$ cat src/rtl/layer_cfg_fetch.sv
// Layer config fetcher: reads one DDR config word per layer and holds the unpacked fields for the layer controller.
// Optional feature: define LAYER_CFG_SANITY_EN to flag (sticky cfg_err) and skip words with stride==0 or lenrow==0.
module layer_cfg_fetch #(
  parameter int PORT_DATAWIDTH = 128,
  parameter int ADDR_WIDTH     = 32
) (
  input  logic                      clk,
  input  logic                      rst,
  input  logic                      start,
  input  logic [ADDR_WIDTH-1:0]     cfg_base,
  output logic                      ar_valid,
  input  logic                      ar_ready,
  output logic [ADDR_WIDTH-1:0]     ar_addr,
  output logic [7:0]                ar_len,
  input  logic                      r_valid,
  output logic                      r_ready,
  input  logic [PORT_DATAWIDTH-1:0] r_data,
  input  logic                      r_last,
  output logic                      cfg_valid,
  output logic [4:0]                cfg_layer_idx,
  output logic [1:0]                cfg_lenrow,
  output logic [1:0]                cfg_depblk,
  output logic [1:0]                cfg_numblk,
  output logic [3:0]                cfg_numfrm,
  output logic [4:0]                cfg_numpat,
  output logic [4:0]                cfg_numfilterg,
  output logic [4:0]                cfg_numlay,
  output logic [7:0]                cfg_pool,
  output logic [8:0]                cfg_fl,
  output logic [7:0]                cfg_valifm,
  output logic [8:0]                cfg_stride,
  input  logic                      layer_done,
  output logic                      busy,
  output logic                      all_done,
  output logic                      cfg_err
);

  localparam int unsigned STRIDE_BYTES = PORT_DATAWIDTH / 8;

  typedef enum logic [2:0] {S_IDLE, S_REQ, S_WAIT, S_HOLD, S_DONE} state_t;

  state_t                r_state, w_next;
  logic [ADDR_WIDTH-1:0] r_base;
  logic [4:0]            r_layer_idx;
  logic [4:0]            r_total;
  logic [58:0]           r_word;
  logic                  r_first;
  logic                  r_err;

  logic                  w_beat, w_cap, w_bad, w_last_layer, w_adv, w_unused;
  logic [58:0]           w_word;
  logic [4:0]            w_total;

  assign w_beat = (r_state == S_WAIT) && r_valid;
  assign w_cap  = w_beat && r_first;

  // Single-beat bursts decide on the beat being captured, so look through the capture register.
  assign w_word       = r_first ? r_data[58:0] : r_word;
  assign w_total      = (r_first && (r_layer_idx == 5'd0)) ? r_data[38:34] : r_total;
  assign w_last_layer = (r_layer_idx == w_total);

`ifdef LAYER_CFG_SANITY_EN
  assign w_bad = (w_word[8:0] == 9'd0) || (w_word[58:57] == 2'd0);
`else
  assign w_bad = 1'b0;
`endif

  assign w_unused = &{1'b0, r_data[PORT_DATAWIDTH-1:59]};

  always_ff @(posedge clk or posedge rst) begin
    if (rst) r_state <= S_IDLE;
    else     r_state <= w_next;
  end

  always_comb begin
    // NOTE: every always_comb output gets a default first so no path can infer a latch.
    w_next = r_state;
    w_adv  = 1'b0;
    case (r_state)
      S_IDLE: if (start) w_next = S_REQ;
      S_REQ:  if (ar_ready) w_next = S_WAIT;
      S_WAIT: begin
        if (r_valid && r_last) begin
          if (!w_bad)            w_next = S_HOLD;
          else if (w_last_layer) w_next = S_DONE;
          else begin
            w_next = S_REQ;
            w_adv  = 1'b1;
          end
        end
      end
      S_HOLD: begin
        if (layer_done) begin
          if (w_last_layer) w_next = S_DONE;
          else begin
            w_next = S_REQ;
            w_adv  = 1'b1;
          end
        end
      end
      S_DONE:  w_next = S_IDLE;
      default: w_next = S_IDLE;
    endcase
  end

  // NOTE: non-blocking assignments so every flop updates from pre-edge values.
  always_ff @(posedge clk or posedge rst) begin
    if (rst) begin
      r_base      <= '0;
      r_layer_idx <= '0;
      r_total     <= '0;
      r_word      <= '0;
      r_first     <= 1'b0;
      r_err       <= 1'b0;
    end else begin
      if ((r_state == S_IDLE) && start) begin
        r_base      <= cfg_base;
        r_layer_idx <= '0;
        r_err       <= 1'b0;
      end
      if ((r_state == S_REQ) && ar_ready) r_first <= 1'b1;
      if (w_cap) begin
        r_word  <= r_data[58:0];
        r_first <= 1'b0;
        if (r_layer_idx == 5'd0) r_total <= r_data[38:34];
        if (w_bad) r_err <= 1'b1;
      end
      if (w_adv) r_layer_idx <= r_layer_idx + 5'd1;
    end
  end

  assign ar_valid  = (r_state == S_REQ);
  assign r_ready   = (r_state == S_WAIT);
  assign cfg_valid = (r_state == S_HOLD);
  assign all_done  = (r_state == S_DONE);
  assign busy      = (r_state != S_IDLE);
  assign ar_len    = 8'd0;
  assign ar_addr   = r_base + ADDR_WIDTH'(r_layer_idx) * ADDR_WIDTH'(STRIDE_BYTES);
  assign cfg_err   = r_err;

  assign cfg_layer_idx  = r_layer_idx;
  assign cfg_lenrow     = r_word[58:57];
  assign cfg_depblk     = r_word[56:55];
  assign cfg_numblk     = r_word[54:53];
  assign cfg_numfrm     = r_word[52:49];
  assign cfg_numpat     = r_word[48:44];
  assign cfg_numfilterg = r_word[43:39];
  assign cfg_numlay     = r_word[38:34];
  assign cfg_pool       = r_word[33:26];
  assign cfg_fl         = r_word[25:17];
  assign cfg_valifm     = r_word[16:9];
  assign cfg_stride     = r_word[8:0];

endmodule

$ cat config.mk
export PLATFORM = sky130hd
export DESIGN_NAME = layer_cfg_fetch
export DESIGN_NICKNAME = d
export VERILOG_FILES = /design/src/rtl/layer_cfg_fetch.sv
export SDC_FILE = /design/constraint.sdc
export NUM_CORES = 1
export LEC_CHECK = 0
export BUFFER_PORTS_ARGS = -buffer_cell sky130_fd_sc_hd__buf_2
export CELL_PAD_IN_SITES_DETAIL_PLACEMENT = 0
export CELL_PAD_IN_SITES_GLOBAL_PLACEMENT = 1
export CORE_MARGIN = 2
export CORE_UTILIZATION = 33
export CTS_CLUSTER_DIAMETER = 120
export DETAILED_ROUTE_END_ITERATION = 8
export PLACE_DENSITY_LB_ADDON = 0.1
export RECOVER_POWER = 50
export SLEW_MARGIN = 20
export SYNTH_ARGS = -nofsm -noshare
export SYNTH_HDL_FRONTEND = slang
export SYNTH_SLANG_ARGS = --single-unit
$ cat constraint.sdc
create_clock -name clk -period 3.8 [get_ports clk]
set_input_delay 0.38 -clock clk [delete_from_list [all_inputs] [get_ports clk]]
set_output_delay 0.38 -clock clk [all_outputs]
set_load 0.03 [all_outputs]
Yosys cells after proc, flatten, opt, wreduce, memory -nomap -nowiden:

Index checks and enable logic that the tools add are counted.

* add/sub/neg operators: 2
* reductions and logical operators: 13
* eq/ne operators: 9
* muxes and demuxes: 14

Operators with widths (count)
* $add 32x9->32: 1
* $mux 3: 5
* $mux 5: 3
* $pmux 3 s4: 1
* $eq 3x2->1 const B: 2
* $logic_and 1x1->1: 6
* $ne 2x1->1 const B: 3
* $add 5x1->5 const B: 1
* $eq 5x5->1: 1
* $logic_not 5->1: 1
* $mux 1: 5
* $reduce_and 4->1: 1
* $reduce_bool 2->1: 2
* $eq 3x1->1 const B: 1
* $eq 3x3->1 const B: 1
* $logic_not 3->1: 1
* $reduce_bool 3->1: 1
* $ne 2x2->1 const B: 1
* $reduce_and 2->1: 1

* bits in registers: 105
* word-level logic and storage cells: 44
* output and inout port bits: 110

Longest topological paths before layout:

* depth in word-level cells: 8
* gate-level depth with buffers: 9
* gate-level depth less buffers: 8

Worst setup path before layout:

No wires, ideal clock.

* path kind: flip-flop to output port
* start: register r_layer_idx[1], in the netlist cfg_layer_idx[1]
* end: output port ar_addr[29]
* data arrival time: 2.644 ns
* path slack: 0.776 ns
* path buffers: 1
* cell stages (with the launch flop): 9
* cells stage by stage: dfrtp_1 ha_1 a21o_1 a21oi_1 nor2b_1 o31ai_1 clkbuf_1 nor3_1 xnor2_1

* word-level cells in the longest chain between the ends: 1

RTL lines
* start: declaration: RTL line 44 `logic [4:0] r_layer_idx;`
* start signal: assignment: RTL line 128 `if (w_adv) r_layer_idx <= r_layer_idx + 5'd1;`
* $add 32x9->32: RTL line 138 `assign ar_addr = r_base + ADDR_WIDTH'(r_layer_idx) * ADDR_WIDTH'(STRIDE_BYTES);`
* end: declaration: RTL line 13 `output logic [ADDR_WIDTH-1:0] ar_addr,`

Every way passes these cells.

Final worst setup path:

* start: register r_layer_idx[0], in the netlist cfg_layer_idx[0]
* end: output port ar_addr[30]

Same word-level chain as after synthesis.

==> results.yml <==
detailed_routing:
  drtIter0Drc: 87
  drtAntennaViolNets: 0
  via_per_inst: 4.64
  via_count: 3618
  drc: 0
  wire_per_inst_microns: 15.2
  drt_pass1_iterations: 4
  drt_wl_total_microns: 11900
synth:
  synth_top_area_share: 0.527
  synth_seq_cells: 105
  async_flop_share: 1.00
  yosys.area_share.adder: 0.0216
  synth_cells: 392
  yosys_warnings: 0
  synth_cell_types: 46
  synth-edff-count: 0
  synth_top_flop_cell: "dfrtp_1"
  muxShareOfSynthArea: 0.219
  synth_seq_area_share: 0.527
  netlist_area_sq_mm: 0.00499
  synthXorXnorAreaFrac: 0.0492
  synth_top_family_by_area: "multiplexers"
  synthSimpleGateAreaFrac: 0.0883
  synth-compound-area-share: 0.0499
  synth.area.top_cells: "dfrtp_1 53%, mux2_2 21%, xor2_1 2.8%"
  syn_area_per_cell_sq_um: 12.7
  yosys.area.top_type: "dfrtp_1"
  netlist_top_cells_count: "105 x dfrtp_1, 94 x mux2_2, 19 x nand2_1, 19 x nor2_1, 16 x xor2_1"
  yosysMostFrequentCell: "dfrtp_1"
worst_hold_path:
  min_path_type: "in -> reg"
grt:
  grt_pass1_wl_microns: 19200
  grt_antenna_before_repair: 0
  grt-ovfl-total: 0
  grt_usage: 0.150
  first_global_vias: 3830
  grt_max_degree: 66
sta:
  slew_headroom: -0.711
  grt_setup_unrepaired: "false"
  final_hold_viol_count: 0
  worst_pin_slew_ns: 2.56
  fmax_ghz: 0.305
  period_needed_ns: 3.28
  maxSlewViolCount: 66
  finalCritPeriodShare: 0.863
  skew_ns: 0.0123
  setup_viol: 0
  final.setup.tns_ns: 0
final_layout:
  nets: 765
  ff_latch_area_sq_mm: 0.00263
  multiInputGateArea_sq_mm: 0.00217
  final_util: 0.434
  area_delta_synth_final_pct: 27.4
  drive_gt1_frac: 0.466
  nFillCells: 1471
  diodes: 0
cts:
  postCtsResizedCells: 0
  worstSkewPairLatency_ns: 0.35
  cts_buffer_depth: 2
  clk_pin_slew_worst_paths_ns: 0.07
  cts_hold_buf: 0
  postCtsSetupBuffers: 0
  cts_made_buffers: 9
  cts_tree: "done"
  root_buffer: "clkbuf_16"
  h-tree-depth: 3
  cts_sinks: 105
floorplan:
  initial_utilization: 0.341
  dieArea_sq_mm: 0.0161
  core_sq_mm: 0.0146
  std_cell_rows: 44
  num_io_pins: 277
  die_y_microns: 127
  die_w_microns: 127
power_and_ir_drop:
  ir_drop_v: 0.000408
  power.density_mw_per_mm2: 944
  total_leakage_power_uw: 0.00299
critical_path:
  critPathMaxFanout: 5
  path_class: "reg -> out"
  reg2reg_slack_ns: 1.19
  end_kind: "output port"
  start_kind: "flop"
  crit_required_ns: 3.42
  arrival_ns: 2.90
outcome:
  status: "complete, but fails checks"
  violations: "max-capacitance violations, max-slew violations"
flow_run:
  max-cap-violations: 1
place:
  hpwlAfterDp_microns: 8970
  port_buffers: 198
  gp_congestion: 0.742
## layout make-up
type	instances	area share
multi-input combinational	254	0.342
inverter	13	0.00768
clock buffer	10	0.0376
sequential	105	0.413
clock inverter	6	0.00709
tap	184	0.0362
timing repair buffer	207	0.156
## placed cells by master (no fill, tap or decap), types with 9 or more instances in the layout
cell and instances:
inv_1 13, nand2_1 19, mux2_2 94, xnor2_1 12, nor2_1 19, buf_2 149
clkbuf_16 9, dfrtp_1 105, nand3_1 9, clkbuf_1 50, conb_1 9, xor2_1 16
## worst max-delay path, stage by stage, from the launching register on
cell and delay [ns]:
dfrtp_1 0.39, ha_1 0.24, fa_1 0.40, a21o_1 0.20, a21oi_1 0.29, o21ai_0 0.14
buf_4 0.17, nand2b_1 0.20, nor2_1 0.08, xnor2_1 0.19, buf_2 0.24
## path summary, 6_finish.rpt
kind                                  start                to  cells after the start
min in group asynchronous               rst        r_word[46]                      2
max                        cfg_layer_idx[0]       ar_addr[30]                     10
max in group asynchronous               rst        r_word[28]                      3
min                            cfg_base[29]        r_base[29]                      3
max reg2reg                cfg_layer_idx[1]  cfg_layer_idx[2]                      9
min reg2reg                      r_word[49]        r_word[49]                      1
## sequential cells by signal, summed over array words and instances, names as in the netlist
register	count
r_total	5
r_word	59
r_first	1
r_base	32
cfg_layer_idx	5
r_state	3
## power by group
group / internal [uW] / switching [uW] / total, uW / leakage (uW)
sequential: 1670 / 375 / 2040 / 0.00126
combinational: 1100 / 1950 / 3050 / 0.00159
clock: 470 / 435 / 906 / 0.000144
## stage by stage
step                instances  power [uW]  worst slack, ns  hold WS, ns  area (sq um)
CTS                       779        6170            0.497        0.231          6430
floorplan                 400        4370            0.659        0.482          5020
global route              779        6390            0.269        0.240          6360
finish                    779        6000            0.519        0.246          6360
detailed placement        763        5230            0.929        0.490          6140
global placement          763        5170            0.984        0.485          6140
## kinds of logic (layout without fill, tap and decap cells)
| group | after synthesis | after routing |
|---|---|---|
| fa+ha+maj | 8 | 8 |
| simple gates | 84 | 84 |
| flops | 105 | 105 |
| mux | 97 | 97 |
| other cells | 1 | 9 |
| xor+xnor | 28 | 28 |
| compound gates | 28 | 28 |
| buf+inv | 41 | 236 |
## layer usage
metal / share of wire / track usage
met5: 0 / 0
met4: 0.016 / 0.0504
met3: 0.086 / 0.0582
met2: 0.45 / 0.244
met1: 0.44 / 0.183
Note: power is estimated with default switching activity, not from simulation.
